### config.mk
export PLATFORM = sky130hd
export DESIGN_NAME = com_sequencer
export DESIGN_NICKNAME = d
export VERILOG_FILES = /design/src/rtl/com_sequencer.sv
export SDC_FILE = /design/constraint.sdc
export NUM_CORES = 1
export LEC_CHECK = 0
export CORE_MARGIN = 2
export CORE_UTILIZATION = 26
export DETAILED_ROUTE_END_ITERATION = 12
export GPL_TIMING_DRIVEN = 1
export PLACE_DENSITY = 0.53
export SYNTH_ARGS = -nofsm -noshare
export SYNTH_HDL_FRONTEND = slang
export SYNTH_SLANG_ARGS = --single-unit
### constraint.sdc
create_clock -name clk -period 7 [get_ports clk]
set_clock_uncertainty 0.05 [all_clocks]
set_input_delay 1.05 -clock clk [delete_from_list [all_inputs] [get_ports clk]]
set_output_delay 1.05 -clock clk [all_outputs]
set_load 0.005 [all_outputs]
### src/rtl/com_sequencer.sv
// Command sequencer: buffers commands in a FIFO, issues each as a one-cycle write strobe,
// waits for the per-channel completion, re-issues on timeout and halts on exhausted retries.
module com_sequencer #(
    parameter int NCH       = 4,
    parameter int CMD_W     = 8,
    parameter int DEPTH     = 4,
    parameter int TMO_W     = 8,
    parameter int MAX_RETRY = 2
) (
    input  logic                       clk,
    input  logic                       reset,
    input  logic                       cmd_valid,
    output logic                       cmd_ready,
    input  logic [CMD_W-1:0]           cmd_data,
    input  logic [$clog2(NCH)-1:0]     cmd_ch,
    input  logic [TMO_W-1:0]           timeout,
    input  logic [NCH-1:0]             com_end,
    input  logic                       clr_err,
    output logic                       write,
    output logic [CMD_W-1:0]           wr_data,
    output logic [$clog2(NCH)-1:0]     wr_ch,
    output logic                       busy,
    output logic                       err,
    output logic [$clog2(NCH)-1:0]     err_ch,
    output logic [$clog2(DEPTH):0]     level
);

    localparam int CH_W  = $clog2(NCH);
    localparam int PTR_W = $clog2(DEPTH);
    localparam int LVL_W = PTR_W + 1;
    localparam int RTY_W = $clog2(MAX_RETRY + 2);

    localparam logic [LVL_W-1:0] FULL_LVL = LVL_W'(DEPTH);
    localparam logic [RTY_W-1:0] RTY_MAX  = RTY_W'(MAX_RETRY);
    localparam logic [TMO_W-1:0] TMO_ONE  = TMO_W'(1);

    typedef enum logic [1:0] {
        S_IDLE,
        S_ISSUE,
        S_WAIT,
        S_HALT
    } state_t;

    state_t                  r_state;
    logic [CMD_W+CH_W-1:0]   r_mem [DEPTH];
    logic [PTR_W-1:0]        r_wr_ptr;
    logic [PTR_W-1:0]        r_rd_ptr;
    logic [LVL_W-1:0]        r_level;
    logic [CMD_W-1:0]        r_hold_data;
    logic [CH_W-1:0]         r_hold_ch;
    logic [RTY_W-1:0]        r_retry;
    logic [TMO_W-1:0]        r_cnt;
    logic                    r_tmo_en;
    logic                    r_write;
    logic [CMD_W-1:0]        r_wr_data;
    logic [CH_W-1:0]         r_wr_ch;
    logic                    r_busy;
    logic                    r_err;
    logic [CH_W-1:0]         r_err_ch;

    wire w_ready  = (r_level != FULL_LVL);
    wire w_push   = cmd_valid && w_ready;
    wire w_pop    = (r_state == S_IDLE) && !r_err && (r_level != '0);
    wire w_done   = com_end[r_hold_ch];
    wire w_expire = r_tmo_en && (r_cnt == TMO_ONE);

    // Storage needs no reset; emptiness is defined by the pointers and level.
    always_ff @(posedge clk) begin
        if (w_push) begin
            r_mem[r_wr_ptr] <= {cmd_ch, cmd_data};
        end
    end

    always_ff @(posedge clk) begin
        if (reset) begin
            r_state     <= S_IDLE;
            r_wr_ptr    <= '0;
            r_rd_ptr    <= '0;
            r_level     <= '0;
            r_hold_data <= '0;
            r_hold_ch   <= '0;
            r_retry     <= '0;
            r_cnt       <= '0;
            r_tmo_en    <= 1'b0;
            r_write     <= 1'b0;
            r_wr_data   <= '0;
            r_wr_ch     <= '0;
            r_busy      <= 1'b0;
            r_err       <= 1'b0;
            r_err_ch    <= '0;
        end else begin
            r_write <= 1'b0;
            if (w_push) r_wr_ptr <= r_wr_ptr + PTR_W'(1);
            if (w_pop)  r_rd_ptr <= r_rd_ptr + PTR_W'(1);
            r_level <= r_level + LVL_W'(w_push) - LVL_W'(w_pop);

            case (r_state)
                S_IDLE: begin
                    if (w_pop) begin
                        {r_hold_ch, r_hold_data} <= r_mem[r_rd_ptr];
                        r_retry <= '0;
                        r_busy  <= 1'b1;
                        r_state <= S_ISSUE;
                    end
                end
                S_ISSUE: begin
                    r_write   <= 1'b1;
                    r_wr_data <= r_hold_data;
                    r_wr_ch   <= r_hold_ch;
                    r_cnt     <= timeout;
                    r_tmo_en  <= (timeout != '0);
                    r_state   <= S_WAIT;
                end
                S_WAIT: begin
                    // Completion is tested first so it wins over a same-cycle expiry.
                    if (w_done) begin
                        r_busy  <= 1'b0;
                        r_state <= S_IDLE;
                    end else if (w_expire) begin
                        if (r_retry < RTY_MAX) begin
                            r_retry <= r_retry + RTY_W'(1);
                            r_state <= S_ISSUE;
                        end else begin
                            r_err    <= 1'b1;
                            r_err_ch <= r_hold_ch;
                            r_state  <= S_HALT;
                        end
                    end else if (r_tmo_en) begin
                        r_cnt <= r_cnt - TMO_ONE;
                    end
                end
                S_HALT: begin
                    if (clr_err) begin
                        r_err    <= 1'b0;
                        r_err_ch <= '0;
                        r_busy   <= 1'b0;
                        r_state  <= S_IDLE;
                    end
                end
                default: r_state <= S_IDLE;
            endcase
        end
    end

    assign cmd_ready = w_ready;
    assign write     = r_write;
    assign wr_data   = r_wr_data;
    assign wr_ch     = r_wr_ch;
    assign busy      = r_busy;
    assign err       = r_err;
    assign err_ch    = r_err_ch;
    assign level     = r_level;

endmodule

After elaboration in Yosys (flattened, before gate mapping) --
Memory sizes are Yosys's and may differ from the RTL's. A register that Yosys moved wholly into a read port is not among the register bits. Cells that the tools add are included.
Storage, ports and cells: bits of input ports 26, logic and storage cells 87, RAM bits 40, register bits after elaboration 35, output and inout port bits 19, memories kept 1
Cells by class: magnitude comparators 2, muxes and demuxes 32, reductions and logical operators 18, equality and inequality tests 15, add/subtract/negate cells 6
Memories:
- r_mem | words 4, bits a word 10, read ports 1, clocked after memory_dff 1, wr ports 1, RTL line 45 | logic [CMD_W+CH_W-1:0] r_mem [DEPTH];
Operators by type and width (count):
- $mux 2 | 12
- $mux 8 | 3
- $ne 2x2->1 const B | 9
- $pmux 8 s2 | 1
- $mux 1 | 10
- $reduce_and 5->1 | 2
- $eq 8x1->1 const B | 1
- $pmux 2 s2 | 2
- $pmux 2 s4 | 1
- $reduce_and 4->1 | 2
- $reduce_bool 8->1 | 1
- $sub 8x1->8 const B | 1
- $add 2x1->2 const B | 3
- $ne 3x3->1 const B | 2
- $reduce_bool 2->1 | 3
- $reduce_bool 3->1 | 2
- $eq 2x2->1 const B | 2
- $logic_and 1x1->1 | 4
- $add 3x1->3 | 1
- $lt 2x3->1 const B | 1
- $pmux 1 s3 | 1
- $reduce_and 3->1 | 1
- $sub 3x1->3 | 1
- $bmux 1 s2 | 1
- other kinds (6) | 6

Depth between registers and ports, before layout --
depth in word-level cells 5, depth in mapped cells 12

Worst setup path before layout --
No wires, ideal clock.
kind input -> register, start point input port cmd_valid, end point register r_level[2], in the netlist level[2], data required time 6.822 ns, stages on the path 10, data arrival time 2.459 ns, buffers on the path 0, path slack 4.363 ns, library setup time 0.128 ns, path through and2_1 inv_1 ha_1 inv_1 ha_1 inv_1 fa_1 xor2_1 xnor2_1 nor2_1
On the way: longest elaborated chain between the ends 3
RTL lines:
- from (decl) | RTL line 12 | input logic cmd_valid,
- $logic_and 1x1->1 | RTL line 62 | wire w_push = cmd_valid && w_ready;
- $add 3x1->3 | RTL line 95 | r_level <= r_level + LVL_W'(w_push) - LVL_W'(w_pop);
- $sub 3x1->3 | RTL line 95
- to (signal assigned) | RTL line 95
- to (decl) | RTL line 48 | logic [LVL_W-1:0] r_level;
Every way passes these cells. A chain may end at the register's enable or synchronous reset.

Final worst setup path --
start point register r_state[1], end point register r_level[2], in the netlist level[2]
On the way: longest elaborated chain between the ends 4
RTL lines:
- from (decl) | RTL line 44 | state_t r_state;
- from (signal assigned) | RTL line 76 | r_state <= S_IDLE;
- from (signal assigned) | RTL line 103 | r_state <= S_ISSUE;
- from (signal assigned) | RTL line 112 | r_state <= S_WAIT;
- $logic_not 2->1 | RTL line 63 | wire w_pop = (r_state == S_IDLE) && !r_err && (r_level != '0);
- $logic_and 1x1->1 (2 in series) | RTL line 63
- $sub 3x1->3 | RTL line 95
Every way passes these cells.

==> metrics.cfg <==
[status]
outcome = completed

[synth]
syn_avg_cell_area_um2 = 11.5
synth_seq_area_share = 0.571
synthFlopType = dfxtp_1
synth.distinct_cells = 53
async_reset_ff_frac = 0
yosysWarnings = 0
synth-seq-cells = 85
netlist_area_um2 = 3680
synthCells = 321
synth_edf_count = 40
synthesis.nets = 356

[placement]
io_buffers = 44
placed_area_um2 = 4290
dp_hpwl_um = 5870
place.gp.congestion = 0.874

[setup_path]
worstSetupStartpointType = flop
critPathCaptureType = flop
rr_worst_depth = 11
ff2ff_setup_slack_ns = 3.95
critPathArrivalTime_ns = 3.21
crit_type = reg -> reg
worstPathRequired_ns = 7.17
crit_fanout = 16
r2r_start = r_state[1]$_SDFFE_PP0P_
r2r-end = level[2]$_SDFF_PP0_

[global_routing]
overflow = 0
grt_pass1_vias = 2650
grt_pass1_wl_um = 13700
grt_use_total = 0.122
grt_max_degree = 44
antenna_found_initial = 0

[routing]
avgViaCountPerCell = 4.82
ant_nets = 0
totalWireLength_um = 8460
drt_iter0_markers = 177
first_pass_iters = 6
post-route-drc-count = 0
wire_per_inst_um = 15.5
vias = 2634

[timing]
worst_pin_slew_ns = 0.781
maxSlewHeadroom = 0.479
hold_viol = 0
rsz0062_at_grt = no
setup_tns_ns = 0
fin_crit_ns = 3.05
setup_viol = 0
period_share = 0.435
slew_viol_final = 0
max_freq_mhz = 328

[power]
total_power_mw = 1.67
power.leakage_nw = 1.52
cellPowerDensity_nw_per_um2 = 366
vdd_drop_max_mv = 0.159

[cells_and_area]
diodes = 0
final_area_um2 = 4570
nFillCells = 1383
drive_gt1_frac = 0.101
register_area_um2 = 2100
fin_util = 0.330
multi_input_area_um2 = 1470
nNetsFinal = 396
syn_to_final_growth_pct = 24.1
mostFrequentLayoutCells = nand2_1, dfxtp_1, clkdlybuf4s50_1
final_common_cell = nand2_1

[worst_hold_path]
hold_path_class = reg -> reg
worstHoldPathCells = 2
min-delay-start = r_hold_data[1]$_SDFFE_PP0P_
holdPathEnd = r_hold_data[1]$_SDFFE_PP0P_

[clock_tree]
max-clock-path-buffers = 2
cts_tree = built
clock-sinks = 85
cts_hold_buf = 0
cts_root_buf = clkbuf_16
cts_buffers = 9
htree_levels = 3
cts_resized = 0
clock_latency_ns = 0.34
cts.reportedPaths.clkPinSlew_ns = 0.06
cts_setup_buffers = 0

[job]
cap_violations = 0

[floorplan]
initial_core_util = 0.266
core_um2 = 13800
io_pins = 45
dieArea_um2 = 15100
die_w_um = 123
row_count = 43
die_h_um = 123

==> Yosys cell counts (2+ instances only) <==
library cell	instances	area, um2
nor4b_1	2	17.5
nor4_1	6	37.5
and3_1	7	43.8
nor2_1	13	48.8
a211oi_1	4	30.0
nand2b_1	4	25.0
xnor2_1	5	43.8
or3b_1	2	17.5
nand3_1	3	15.0
o32ai_1	2	17.5
edfxtp_1	40	1200
o21ai_0	3	15.0
dfxtp_1	45	901
or4_1	3	22.5
nand2_1	48	180
o31ai_1	2	15.0
inv_1	12	45.0
and2_1	4	25.0
mux2_2	3	33.8
clkbuf_1	13	48.8
ha_1	8	100
a21oi_1	30	150
nand4_1	4	25.0
nor2b_1	3	18.8
o211ai_1	6	45.0
nor3_1	8	40.0
mux4_2	11	248
nand3b_1	3	22.5
buf_2	3	15.0
==> worst max-delay path by stage <==
stage / startpoint / depth (start not counted) / to / slack (ns)
after floorplan: cmd_valid / 10 / level[2]$_SDFF_PP0_ / 4.36
after global placement: cmd_valid / 11 / level[2]$_SDFF_PP0_ / 3.77
after detailed placement: cmd_valid / 11 / level[2]$_SDFF_PP0_ / 3.71
after CTS: r_state[1]$_SDFFE_PP0P_ / 11 / level[2]$_SDFF_PP0_ / 3.94
after global routing: r_state[1]$_SDFFE_PP0P_ / 11 / level[2]$_SDFF_PP0_ / 3.67
final: r_state[1]$_SDFFE_PP0P_ / 11 / level[2]$_SDFF_PP0_ / 3.95
==> worst max-delay path, cell delays in order (launching register included) <==
cell      delay, ns
dfxtp_1        0.64
nor3_1         0.14
nand2b_1       0.39
inv_1          0.35
ha_1           0.36
inv_1          0.05
ha_1           0.13
inv_1          0.05
fa_1           0.37
xor2_1         0.21
xnor2_1        0.14
nor2_1         0.05
==> metal layers <==
| layer | global-route usage | share of wire | vias up |
|---|---|---|---|
| met5 | 0 | 0 | - |
| met4 | 0.0496 | 0.022 | 0 |
| met3 | 0.0401 | 0.057 | 17 |
| met2 | 0.196 | 0.48 | 75 |
| met1 | 0.150 | 0.44 | 1276 |
| li1 | - | - | 1266 |
==> cell families after synthesis <==
logic type,share of synthesized area
XOR/XNOR,0.0143
flip-flops,0.571
AND/OR/NAND/NOR,0.164
buffers and inverters,0.0306
AO/OA/AOI/OAI,0.105
adder cells (fa/ha/maj),0.0354
multiplexers,0.0792
==> cell type report <==
type / count / area share
Clock inverter: 6 / 0.00986
Multi-Input combinational cell: 207 / 0.321
Tap cell: 180 / 0.0493
Sequential cell: 85 / 0.460
Inverter: 12 / 0.00986
Timing Repair Buffer: 46 / 0.0997
Clock buffer: 10 / 0.0501
==> per-stage QoR <==
stage,worst slack [ns],std cells,hold slack [ns]
2_1_floorplan,4.36,321,0.382
3_5_place_dp,3.71,530,0.400
6_report,3.95,546,0.407
4_1_cts,3.94,546,0.411
3_3_place_gp,3.77,530,0.398
5_1_grt,3.67,546,0.428
==> flip-flops by register name, indices dropped and copies added, names as in the netlist, 2 cells and up <==
signal / cells
r_wr_ptr: 2
wr_ch: 2
err_ch: 2
r_rd_ptr: 2
r_state: 2
r_cnt: 8
wr_data: 8
r_mem: 40
level: 3
r_retry: 2
r_hold_ch: 2
r_hold_data: 8
==> power by group <==
group          total (mW)  leakage, nW  internal (mW)  switching [mW]
Combinational       0.514        0.661          0.240           0.274
Clock               0.439        0.129          0.243           0.196
Sequential          0.716        0.734          0.616           0.101
Total                1.67         1.52           1.10           0.571
(Power assumes the default switching activity.)
